[src/rtl/mem_access_unit.sv]
// Load/store sequencer to a word-wide synchronous memory: aligns addresses, waits READ_LATENCY, extracts/extends loads, RMWs sub-word stores.
// Loads finish in READ_LATENCY+1 cycles, word stores in 2, sub-word stores in READ_LATENCY+2; Busy marks when Req is ignored.
module mem_access_unit #(
    parameter int READ_LATENCY = 2
) (
    input  logic        Clk,
    input  logic        Reset,
    input  logic        Req,
    input  logic        WrEn,
    input  logic [1:0]  Size,
    input  logic        Signed,
    input  logic [31:0] Addr,
    input  logic [31:0] WData,
    output logic [31:0] RData,
    output logic        Done,
    output logic        AddrErr,
    output logic        Busy,
    output logic [31:0] MemAddr,
    output logic [31:0] MemWData,
    output logic        MemWr,
    input  logic [31:0] MemRData
);

    localparam logic [1:0] IDLE = 2'd0;
    localparam logic [1:0] RD   = 2'd1;
    localparam logic [1:0] WR   = 2'd2;
    localparam logic [1:0] DONE = 2'd3;

    localparam logic [2:0] LAT = READ_LATENCY[2:0];

    logic [1:0]  state;
    logic [2:0]  cnt;
    logic        wr_en_q;
    logic [1:0]  size_q;
    logic        signed_q;
    logic [1:0]  lane_q;
    logic [15:0] wdata_q;
    logic        err_q;

    logic        misaligned;
    logic [7:0]  lane_byte;
    logic [15:0] lane_half;
    logic [4:0]  sh;
    logic [31:0] load_val;
    logic [31:0] mask;
    logic [31:0] ins;
    logic [31:0] merged;

    assign misaligned = (Size == 2'b11) ||
                        (Size == 2'b01 && Addr[0]) ||
                        (Size == 2'b10 && Addr[1:0] != 2'b00);

    assign Busy    = (state != IDLE);
    assign MemWr   = (state == WR);
    assign Done    = (state == DONE);
    assign AddrErr = (state == DONE) && err_q;

    always_comb begin
        sh = {lane_q, 3'b000};
        case (lane_q)
            2'd0:    lane_byte = MemRData[7:0];
            2'd1:    lane_byte = MemRData[15:8];
            2'd2:    lane_byte = MemRData[23:16];
            default: lane_byte = MemRData[31:24];
        endcase
        lane_half = lane_q[1] ? MemRData[31:16] : MemRData[15:0];
        case (size_q)
            2'b00:   load_val = {{24{signed_q & lane_byte[7]}}, lane_byte};
            2'b01:   load_val = {{16{signed_q & lane_half[15]}}, lane_half};
            default: load_val = MemRData;
        endcase
        // Lane shift is 8*offset; halfword offsets are always 0 or 2 once aligned.
        mask   = ((size_q == 2'b00) ? 32'h0000_00FF : 32'h0000_FFFF) << sh;
        ins    = ((size_q == 2'b00) ? {24'h0, wdata_q[7:0]} : {16'h0, wdata_q}) << sh;
        merged = (MemRData & ~mask) | (ins & mask);
    end

    always_ff @(posedge Clk or posedge Reset) begin
        if (Reset) begin
            state    <= IDLE;
            cnt      <= 3'd0;
            wr_en_q  <= 1'b0;
            size_q   <= 2'b00;
            signed_q <= 1'b0;
            lane_q   <= 2'b00;
            wdata_q  <= 16'h0;
            err_q    <= 1'b0;
            RData    <= 32'h0;
            MemAddr  <= 32'h0;
            MemWData <= 32'h0;
        end else begin
            case (state)
                IDLE: begin
                    if (Req) begin
                        wr_en_q  <= WrEn;
                        size_q   <= Size;
                        signed_q <= Signed;
                        lane_q   <= Addr[1:0];
                        wdata_q  <= WData[15:0];
                        MemAddr  <= {Addr[31:2], 2'b00};
                        cnt      <= LAT;
                        err_q    <= misaligned;
                        if (misaligned) begin
                            state <= DONE;
                        end else if (WrEn && Size == 2'b10) begin
                            MemWData <= WData;
                            state    <= WR;
                        end else begin
                            state <= RD;
                        end
                    end
                end
                RD: begin
                    cnt <= cnt - 3'd1;
                    if (cnt == 3'd1) begin
                        if (wr_en_q) begin
                            MemWData <= merged;
                            state    <= WR;
                        end else begin
                            RData <= load_val;
                            state <= DONE;
                        end
                    end
                end
                WR:      state <= DONE;
                default: state <= IDLE;
            endcase
        end
    end

endmodule
[config.mk]
export PLATFORM = sky130hd
export DESIGN_NAME = mem_access_unit
export DESIGN_NICKNAME = d
export VERILOG_FILES = /design/src/rtl/mem_access_unit.sv
export SDC_FILE = /design/constraint.sdc
export NUM_CORES = 1
export LEC_CHECK = 0
export BUFFER_PORTS_ARGS = -buffer_cell sky130_fd_sc_hd__clkbuf_2
export CAP_MARGIN = 20
export CORE_MARGIN = 2
export CORE_UTILIZATION = 47
export CTS_CLUSTER_SIZE = 8
export DETAILED_ROUTE_END_ITERATION = 12
export PLACE_DENSITY = 0.77
export SYNTH_ARGS = -nofsm -noshare
export SYNTH_HDL_FRONTEND = slang
export SYNTH_SLANG_ARGS = --single-unit
[constraint.sdc]
create_clock -name Clk -period 3.35 [get_ports Clk]
set_input_delay 0 -clock Clk [delete_from_list [all_inputs] [get_ports Clk]]
set_output_delay 0 -clock Clk [all_outputs]
set_load 0.1 [all_outputs]
Word-level counts from Yosys, hierarchy flattened --
Index checks and enable logic that the tools add are counted.
Word-level totals: register bits after elaboration 122, input port bits 103, output and inout bits 100, word-level logic and storage cells 72
Cells by class: add/subtract/negate cells 1, equality and inequality tests 15, shift-type cells 2, mux-type cells 19, bitwise gates (word level) 7, reductions and logical operators 17
Operator list (number):
- 32-bit two-way mux | 5
- 32-bit case mux with 2 select lines | 2
- 32-bit bitwise AND | 2
- 16-bit by 5-bit << shifter with 32-bit output | 2
- 16-bit two-way mux | 3
- 32-bit inverter | 1
- 32-bit OR | 1
- 8-bit case mux with 3 select lines | 1
- 2-bit == test, second input constant | 5
- 2-bit inequality test, second input constant | 5
- 2-bit by 1-bit == test with 1-bit output, second input constant | 4
- 2-bit two-way mux | 4
- 2-bit logical NOT | 3
- 2-bit case mux with 3 select lines | 1
- 3-bit case mux with 2 select lines | 1
- 2-bit AND reduction | 3
- 6-bit AND reduction | 1
- 2-bit nonzero test | 3
- 1-bit logical AND | 4
- 3-bit by 1-bit == test with 1-bit output, second input constant | 1
- 3-bit two-way mux | 1
- 3-bit AND reduction | 1
- 3-bit by 1-bit subtractor with 3-bit output, second input constant | 1
- 1-bit bitwise AND | 2
- 3 further kinds | 4

Logic depth before layout (Yosys ltp) --
Gate-level depths: netlist of the first run.
depth in word-level cells 9, depth in mapped cells 9, gate-level depth less buffers 7

Worst setup path after synthesis of the first run --
OpenSTA, ideal clock, no wires.
path kind register -> register, start point register state[0], end point register MemWData[1], setup time 0.128 ns, arrival 2.575 ns, data required time 3.222 ns, path slack 0.646 ns, cell stages (with the launch flop) 9, path buffers 2, period minus slack after synthesis 2.704 ns, path through dfrtp_1 > inv_1 > ha_1 > buf_2 > clkinv_1 > a31oi_2 > nor3_4 > buf_6 > mux2_1
Between the ends: cells in the longest elaborated chain, start to end 3, elaborated cells between the ends (all ways) 10, classes of those cells eq/ne (6); mux (1); reduce/logical (3)
Ends and longest elaborated chain:
- start: declaration | line 31 | logic [1:0] state;
- start signal: assignment | line 80 | state <= IDLE;
- start signal: assignment | line 104 | state <= DONE;
- start signal: assignment | line 107 | state <= WR;
- 2-bit by 1-bit == test with 1-bit output / 2-bit logical NOT (equally long branches) | line 92 | case (state)
- 2-bit inequality test (no source line) / 2-bit nonzero test (equally long branches)
- 6-bit AND reduction (no source line)
- end signal: assignment | line 106 | MemWData <= WData;
- end signal: assignment | line 117 | MemWData <= merged;
- end: declaration | line 19 | output logic [31:0] MemWData,
Parallel ways exist; a longest one is shown, timed or not. A chain may end at the register's enable or synchronous reset.

Worst setup path in the final report of the first run --
start point register state[1], end point register MemWData[11]
The elaborated chain is that of the path after synthesis.

==> results of run 1 <==
-- placed cells by master, fill, tap and decap left out, types with 2 or more instances in the layout --
master / synthesis / layout
clkbuf_2: 0 / 200
dfrtp_1: 122 / 122
mux2_2: 97 / 97
dlygate4sd3_1: 0 / 83
nor2_1: 58 / 58
nand2_1: 58 / 57
a21oi_1: 47 / 47
o21ai_0: 34 / 34
mux2i_1: 23 / 23
a31oi_1: 19 / 19
clkbuf_16: 0 / 17
o22ai_1: 15 / 15
inv_1: 10 / 9
o21a_1: 9 / 9
or3_1: 8 / 8
nor3_1: 7 / 7
nand3_1: 7 / 7
buf_4: 2 / 7
o221ai_1: 6 / 6
o32a_1: 6 / 6
nor2b_1: 5 / 5
ha_1: 6 / 5
clkinvlp_4: 0 / 5
clkbuf_8: 0 / 4
and2_1: 3 / 3
nand2b_1: 3 / 3
bufinv_16: 0 / 3
clkinv_2: 0 / 3
clkinv_1: 2 / 2
and3_1: 2 / 2
a21o_1: 2 / 2
a31oi_2: 2 / 2
o32ai_1: 2 / 2
conb_1: 1 / 2
buf_12: 0 / 2
-- kinds of logic after synthesis --
family | count (synthesis) | share of synthesized area
other | 1 | 0.0005853
AO/OA/AOI/OAI | 153 | 0.1484
adder cells (fa/ha/maj) | 6 | 0.01172
buffers and inverters | 58 | 0.03984
multiplexers | 122 | 0.2117
AND/OR/NAND/NOR | 158 | 0.1113
flip-flops | 122 | 0.4765
-- cell type report --
cell class | count | area (µm²) | area share
tap | 176 | 220.2 | 0.02453
sequential | 122 | 3053 | 0.3401
inverter | 12 | 47.55 | 0.005297
clock inverter | 11 | 142.6 | 0.01589
clock buffer | 21 | 480.5 | 0.05353
timing repair buffer | 292 | 1924 | 0.2144
multi-input combinational | 441 | 3108 | 0.3463
-- registers in the layout, summed over array words and instances, names as in the netlist, 2 cells and up --
name	count
MemAddr	30
RData	32
size_q	2
lane_q	2
cnt	3
wdata_q	16
state	2
MemWData	32
-- stage by stage --
step,cells,hold slack (ps)
final,1075,19.72
after global routing,1075,49.18
after CTS,1075,7.800
after detailed placement,960,136.8
after global placement,960,135.5
after floorplan,621,142.7
-- Yosys cell counts, drive strengths merged, types with 2 or more instances --
library cell and instances:
o221ai 6, clkinv 2, dfrtp 122, a21o 2, o22ai 15, nand2 58
ha 6, o32a 6, nor3 9, o32ai 2, o21a 9, clkbuf 27
inv 10, a21oi 47, a31oi 21, buf 19, nand3 7, or3 8
and2 3, mux2i 23, nor2 59, o21ai 35, and3 2, nand2b 3
mux2 98, nor2b 5
-- worst paths after layout --
check	depth (start not counted)	startpoint	slack, ps	end
max	7	state[1]$_DFFE_PP0P_	740	MemWData[11]$_DFFE_PP0P_
min	4	Req	20	cnt[2]$_DFFE_PP0P_
max reg2reg	7	state[1]$_DFFE_PP0P_	740	MemWData[11]$_DFFE_PP0P_
min reg2reg	2	RData[5]$_DFFE_PP0P_	480	RData[5]$_DFFE_PP0P_
max in group asynchronous	4	Reset	2300	MemWData[16]$_DFFE_PP0P_
min in group asynchronous	3	Reset	260	MemAddr[12]$_DFFE_PP0P_
-- worst max-delay path, delay by kind of cell, from the launching register on --
kind                       cells  cell delay (ps)
AOI/OAI and AO/OA              2              330
adders and majority gates      1              550
buffers and inverters          2              530
DFF                            1              400
muxes                          1              280
and+or+nand+nor                1              390
-- per-layer routing --
| metal | routed length (µm) | vias up | GRT usage |
|---|---|---|---|
| li1 | - | 2761 | - |
| met1 | 8073 | 2896 | 0.3496 |
| met2 | 9624 | 320 | 0.4608 |
| met3 | 1658 | 36 | 0.07264 |
| met4 | 482 | 0 | 0.09738 |
| met5 | 0 | - | 0 |
==> metrics.md, run 1 <==
| Metric | Value |
|---|---|
| Hold Path Class | `primary input to flip-flop` |
| #FFs+latches synth | `~120` |
| Routability Congestion | `0.9472` |
| Total grt overflow | `0` |
| Total negative setup slack | `0 ps` |
| Syn Area/Cell | `~10 µm²` |
| Seq/Total Area, Yosys | `0.4765` |
| Post-DP HPWL | `between 10 and 15 mm` |
| Die W | `around 120 µm` |
| Critical Path, Cell by Cell | `inv_1, ha_2, buf_4, nand2_1, o22ai_1, a31oi_1, mux2_2` |
| Global-route wire length before repair | `~31 mm` |
| Max-Cap Viols | `0` |
| Post-synth EDFFs | `0` |
| CTS Buf Count | `17` |
| Via Count | `around 6,000` |
| Cts hold-fix bufs | `83` |
| Post_cts resized | `0` |
| Fin crit share | `0.7801` |
| Initial Utilization | `0.4819` |
| Fin nets | `about 1,000` |
| Setup violators final | `0` |
| Final hold viol count | `0` |
| CTS sink count | `between 100 and 150` |
| CP peak stage delay | `550 ps` |
| Mapped Cells | `620` |
| Async S/R FF share, synth | `1.000` |
| # fillers | `about 990` |
| Setup ws final | `approximately 740 ps` |
| Final antenna-violating net count | `0` |
| Max Slew Vio Count | `0` |
| Synth top area cells | `dfrtp_1 (48%), mux2_2 (17%), a21oi_1 (3.7%)` |
| Reg clk slew, reported paths | `~50 ps` |
| Crit Path Category | `flip-flop to flip-flop` |
| Gr usage total | `0.2772` |
| I/O pin count | `about 200` |
| CTS tree | `done` |
| ANT cells | `0` |
| Crit Path Max Fanout | `37` |
| Largest net degree at the start of global routing | `53` |
| Fraction of layout cells with a size suffix above 1 | `0.3893` |
| Final min period | `roughly 2600 ps` |
| WL final | `19.84 mm` |
| Final core utilization | `0.6751` |
| Synthesized cell area | `between 6000 and 7000 µm²` |
| Worst setup EP type | `flip-flop` |
| Largest area contributor in the synthesized netlist | `dfrtp_1` |
| Instance area after placement | `about 7500 µm²` |
| Via density | `between 5 and 6` |
| Clk buf depth | `2` |
| Post-synth top flop | `dfrtp_1` |
| Relative slew slack | `0.4400` |
| WP data required | `between 3000 and 4000 ps` |
| Level count of the clock H-tree | `4` |
| Outcome | `finished clean` |
| DRC viols | `0` |
| Fin Clk Skew | `just under 8 ps` |
| Core footprint | `13,300 µm²` |
| Unique masters post-synth | `51` |
| Worst setup SP type | `flip-flop` |
| Max Clk Rate | `roughly 0.38 GHz` |
| Die Area | `between 10,000 and 15,000 µm²` |
| Initial antenna violation count | `0` |
| Ys Warns | `0` |
| Fin area | `8976 µm²` |
| First-pass iteration count of the detailed router | `5` |
| Setup Fix Bufs, Post-CTS | `0` |
| Row count | `between 40 and 50` |
| Clock Latency Late Sink | `around 420 ps` |
| Worst slew pin tran | `838.3 ps` |
| Pre-CTS setup slack | `770.3 ps` |
| Post-synth top area share | `0.4765` |
| 1st-iter DRT viols | `around 460` |
| Arr. time, crit path | `2920 ps` |
| Chip Height | `120.8 µm` |
| CTS Root Cell | `clkbuf_16` |
| Critical path's slowest cell | `ha_2` |
| Vias in the first global route | `~6,000` |
| RSZ-0062 raised after global routing | `false` |
| WL per Instance | `roughly 18 µm` |
| Input/output buffers | `200` |
| Area Growth Syn to Fin | `40.09%` |
Power of run 1 is left out: the tool's default activity adds up to more than one toggle a clock period on the data nets, which glitch-free logic cannot reach.
==> inputs of run 2 (changes only) <==
--- a/config.mk
+++ b/config.mk
@@ -5,13 +5,14 @@
 export SDC_FILE = /design/constraint.sdc
 export NUM_CORES = 1
 export LEC_CHECK = 0
+export ABC_AREA = 1
 export BUFFER_PORTS_ARGS = -buffer_cell sky130_fd_sc_hd__clkbuf_2
 export CAP_MARGIN = 20
 export CORE_MARGIN = 2
-export CORE_UTILIZATION = 47
+export CORE_UTILIZATION = 52
 export CTS_CLUSTER_SIZE = 8
 export DETAILED_ROUTE_END_ITERATION = 12
-export PLACE_DENSITY = 0.77
+export PLACE_DENSITY = 0.81
 export SYNTH_ARGS = -nofsm -noshare
 export SYNTH_HDL_FRONTEND = slang
 export SYNTH_SLANG_ARGS = --single-unit
==> constraint.sdc (replaced) <==
create_clock -name Clk -period 2.7 [get_ports Clk]
set_input_delay 0 -clock Clk [delete_from_list [all_inputs] [get_ports Clk]]
set_output_delay 0 -clock Clk [all_outputs]
set_load 0.1 [all_outputs]
==> run 2 against run 1 <==
  * First-iteration DRC count grew 46%
  * Routed wire length grew 6.1%
  * Final area grew 1.9%
  * Fmax grew 17%
  * Hold slack lost 6.4 ps
  * Non-clock buffer count grew 8
  * Die area shrank 6.7%
  * Sequential cell count is the same
  * Critical path depth is the same
  * Utilization grew 5.6 points
  * Largest cell class is now sequential cells
  * Highest routed layer unchanged
==> metrics.md, run 2 <==
| Metric | Value |
|---|---|
| ANT cells | `0` |
| Setup Fix Bufs, Post-CTS | `0` |
| Hold path depth | `5` |
| Crit Path Max Fanout | `24` |
| RSZ-0062 raised after global routing | `false` |
| # fillers | `between 900 and 1,000` |
| Largest regs | `MemWData: 32 flops, RData: 32 flops, MemAddr: 30 flops` |
| CP peak stage delay | `around 620 ps` |
| Routability Congestion | `around 0.9` |
| Synthesized cell area | `about 6600 µm²` |
| Async S/R FF share, synth | `1.000` |
| Hold Path Class | `primary input to flip-flop` |
| Most common cell in the netlist | `nand2_1` |
| 1st-iter DRT viols | `roughly 670` |
| Crit Path Category | `flip-flop to flip-flop` |
| Chip Height | `around 120 µm` |
| Mapped Cells | `slightly above 900` |
| CTS tree | `done` |
| Reg clk slew, reported paths | `~50 ps` |
| Vias in the first global route | `between 6,000 and 7,000` |
| CTS Root Cell | `clkbuf_16` |
| Fraction of layout cells with a size suffix above 1 | `0.2251` |
| Max Clk Rate | `~0.45 GHz` |
| Crit-path leading delay family | `simple AND/OR/NAND/NOR gates` |
| #FFs+latches synth | `122` |
| First-pass iteration count of the detailed router | `6` |
| Relative slew slack | `0.5513` |
| Synth top cells by count | `nand2_1 (453), dfrtp_1 (122), inv_1 (69)` |
| WL per Instance | `about 15 µm` |
| I/O pin count | `about 200` |
| Max-Cap Viols | `0` |
| Critical path's slowest cell | `dfrtp_1` |
| FF-to-FF End | `RData[30]$_DFFE_PP0P_` |
| Clock Latency Late Sink | `~430 ps` |
| Most frequent cells in the layout | `nand2_1 (453), clkbuf_2 (200), dfrtp_1 (122)` |
| FF-to-FF setup slack | `roughly 460 ps` |
| Unique masters post-synth | `30` |
| Area of the multi-input gates | `between 3000 and 4000 µm²` |
| Total grt overflow | `0` |
| Ys Warns | `0` |
| WP data required | `3060 ps` |
| Outcome | `finished clean` |
| Dpl cells | `1,264` |
| Post-DP HPWL | `~14 mm` |
| Bufs and invs on worst path | `1` |
| Synth top area cells | `dfrtp_1 (46%), nand2_1 (26%), inv_1 (3.9%)` |
| Syn Area/Cell | `7.088 µm²` |
| Post-synth top area share | `0.4626` |
| Worst slew pin tran | `between 600 and 700 ps` |
| DRC viols | `0` |
| Largest area contributor in the synthesized netlist | `dfrtp_1` |
| Input/output buffers | `200` |
| Final antenna-violating net count | `0` |
| Level count of the clock H-tree | `4` |
| Final min period | `2238 ps` |
| Fin Clk Skew | `10.98 ps` |
| Area Growth Syn to Fin | `38.64%` |
| Post-synth top flop | `dfrtp_1` |
| FF+latch area | `about 3100 µm²` |
| Most common cell after layout, fill and taps aside | `nand2_1` |
| Via Count | `just over 7,000` |
| Fin nets | `between 1,000 and 1,500` |
| Worst setup EP type | `flip-flop` |
| Arr. time, crit path | `2600 ps` |
| Clk buf depth | `2` |
| CTS Buf Count | `17` |
| HP Start | `MemRData[14]` |
| Seq/Total Area, Yosys | `0.4626` |
| Die W | `roughly 120 µm` |
| Max Slew Vio Count | `0` |
| Final hold viol count | `0` |
| Core footprint | `12,520 µm²` |
| Global-route wire length before repair | `33.05 mm` |
| Post-synth EDFFs | `0` |
| Via density | `around 5` |
| Die Area | `roughly 14,000 µm²` |
| Reg2reg start | `lane_q[0]$_DFFE_PP0P_` |
| Worst Reg-to-Reg Cells | `7` |
| Largest net degree at the start of global routing | `roughly 120` |
| Row count | `41` |
| Gr usage total | `0.3173` |
| Post-Layout Cell Count | `between 1,000 and 1,500` |
| Setup violators final | `0` |
| Initial antenna violation count | `0` |
| Critical Path, Cell by Cell | `nor2_1, nand2_1, nand3_1, nand3_2, nand3_1, nand2_1, inv_1` |
| Total negative setup slack | `0 ps` |
| CTS sink count | `122` |
| WL final | `about 21 mm` |
| Worst Hold Path EP | `RData[14]$_DFFE_PP0P_` |
| Worst setup SP type | `flip-flop` |
| Post_cts resized | `0` |
| Fin crit share | `0.8288` |
| Initial Utilization | `0.5272` |
-- run 2: cell count changes in the layout (fill, tap and decap cells not counted), moves of 18 or more --
cell / previous run / this run
nand3_1: 7 / 29
nand2_1: 57 / 453
a31oi_1: 19 / 1
or2_2: 0 / 19
mux2i_1: 23 / 0
inv_1: 9 / 68
mux2_2: 97 / 0
-- run 2: timing repair --
action | 4_1_cts | 5_1_grt
setup endpoints to repair | 0 | 0
hold buffers | 91 | 0
endpoints found under the hold margin | 228 | 0
-- run 2: worst max path at each step --
stage	end	depth (start not counted)	slack, ps	start
after floorplan	state[0]$_DFFE_PP0P_	9	550	state[0]$_DFFE_PP0P_
after detailed placement	MemWData[19]$_DFFE_PP0P_	9	540	state[1]$_DFFE_PP0P_
final	RData[30]$_DFFE_PP0P_	7	460	lane_q[0]$_DFFE_PP0P_
after global routing	RData[30]$_DFFE_PP0P_	7	230	lane_q[0]$_DFFE_PP0P_
after CTS	MemWData[22]$_DFFE_PP0P_	9	500	state[1]$_DFFE_PP0P_
after global placement	RData[17]$_DFFE_PP0P_	7	600	lane_q[0]$_DFFE_PP0P_
-- run 2: layout make-up --
cell class / count / share of cell area
clock buffers: 21 / 0.04923
inverters: 74 / 0.03159
well taps: 172 / 0.02352
repair buffers: 300 / 0.2177
clock inverters: 9 / 0.01614
multi-input cells: 687 / 0.3281
flip-flops and latches: 122 / 0.3337
-- run 2: routing by layer --
| layer | global-route usage | vias to the layer above | wire [µm] |
|---|---|---|---|
| li1 | - | 3417 | - |
| met1 | 0.3798 | 3243 | 8256 |
| met2 | 0.5322 | 392 | 10300 |
| met3 | 0.08303 | 78 | 1682 |
| met4 | 0.1584 | 0 | 801 |
| met5 | 0 | - | 0 |
-- run 2: cells by family after synthesis --
| family | share of synthesized area |
|---|---|
| adders and majority gates | 0.01138 |
| buffers and inverters | 0.08305 |
| and+or+nand+nor | 0.3517 |
| AOI/OAI and AO/OA | 0.09064 |
| DFF | 0.4626 |
| other | 0.0005683 |
-- run 2: worst min-delay path, cell delays in order --
cell and delay (ps):
clkbuf_2 80, inv_1 110, a21oi_1 80, nand2_1 70
nand2_1 60
-- run 2: through the flow --
step | hold slack, ps | utilization | setup slack, ps | area (µm²)
after floorplan | 109.6 | - | 554.7 | 6606
after global placement | 192.9 | 0.6104 | 595.1 | 7640
after detailed placement | 197.1 | 0.6104 | 536.5 | 7640
after CTS | 0.4227 | 0.7309 | 502.0 | 9149
after global routing | 15.02 | 0.7309 | 229.7 | 9149
final | 13.31 | 0.7309 | 462.1 | 9149
Power of run 2 is left out for the same reason.
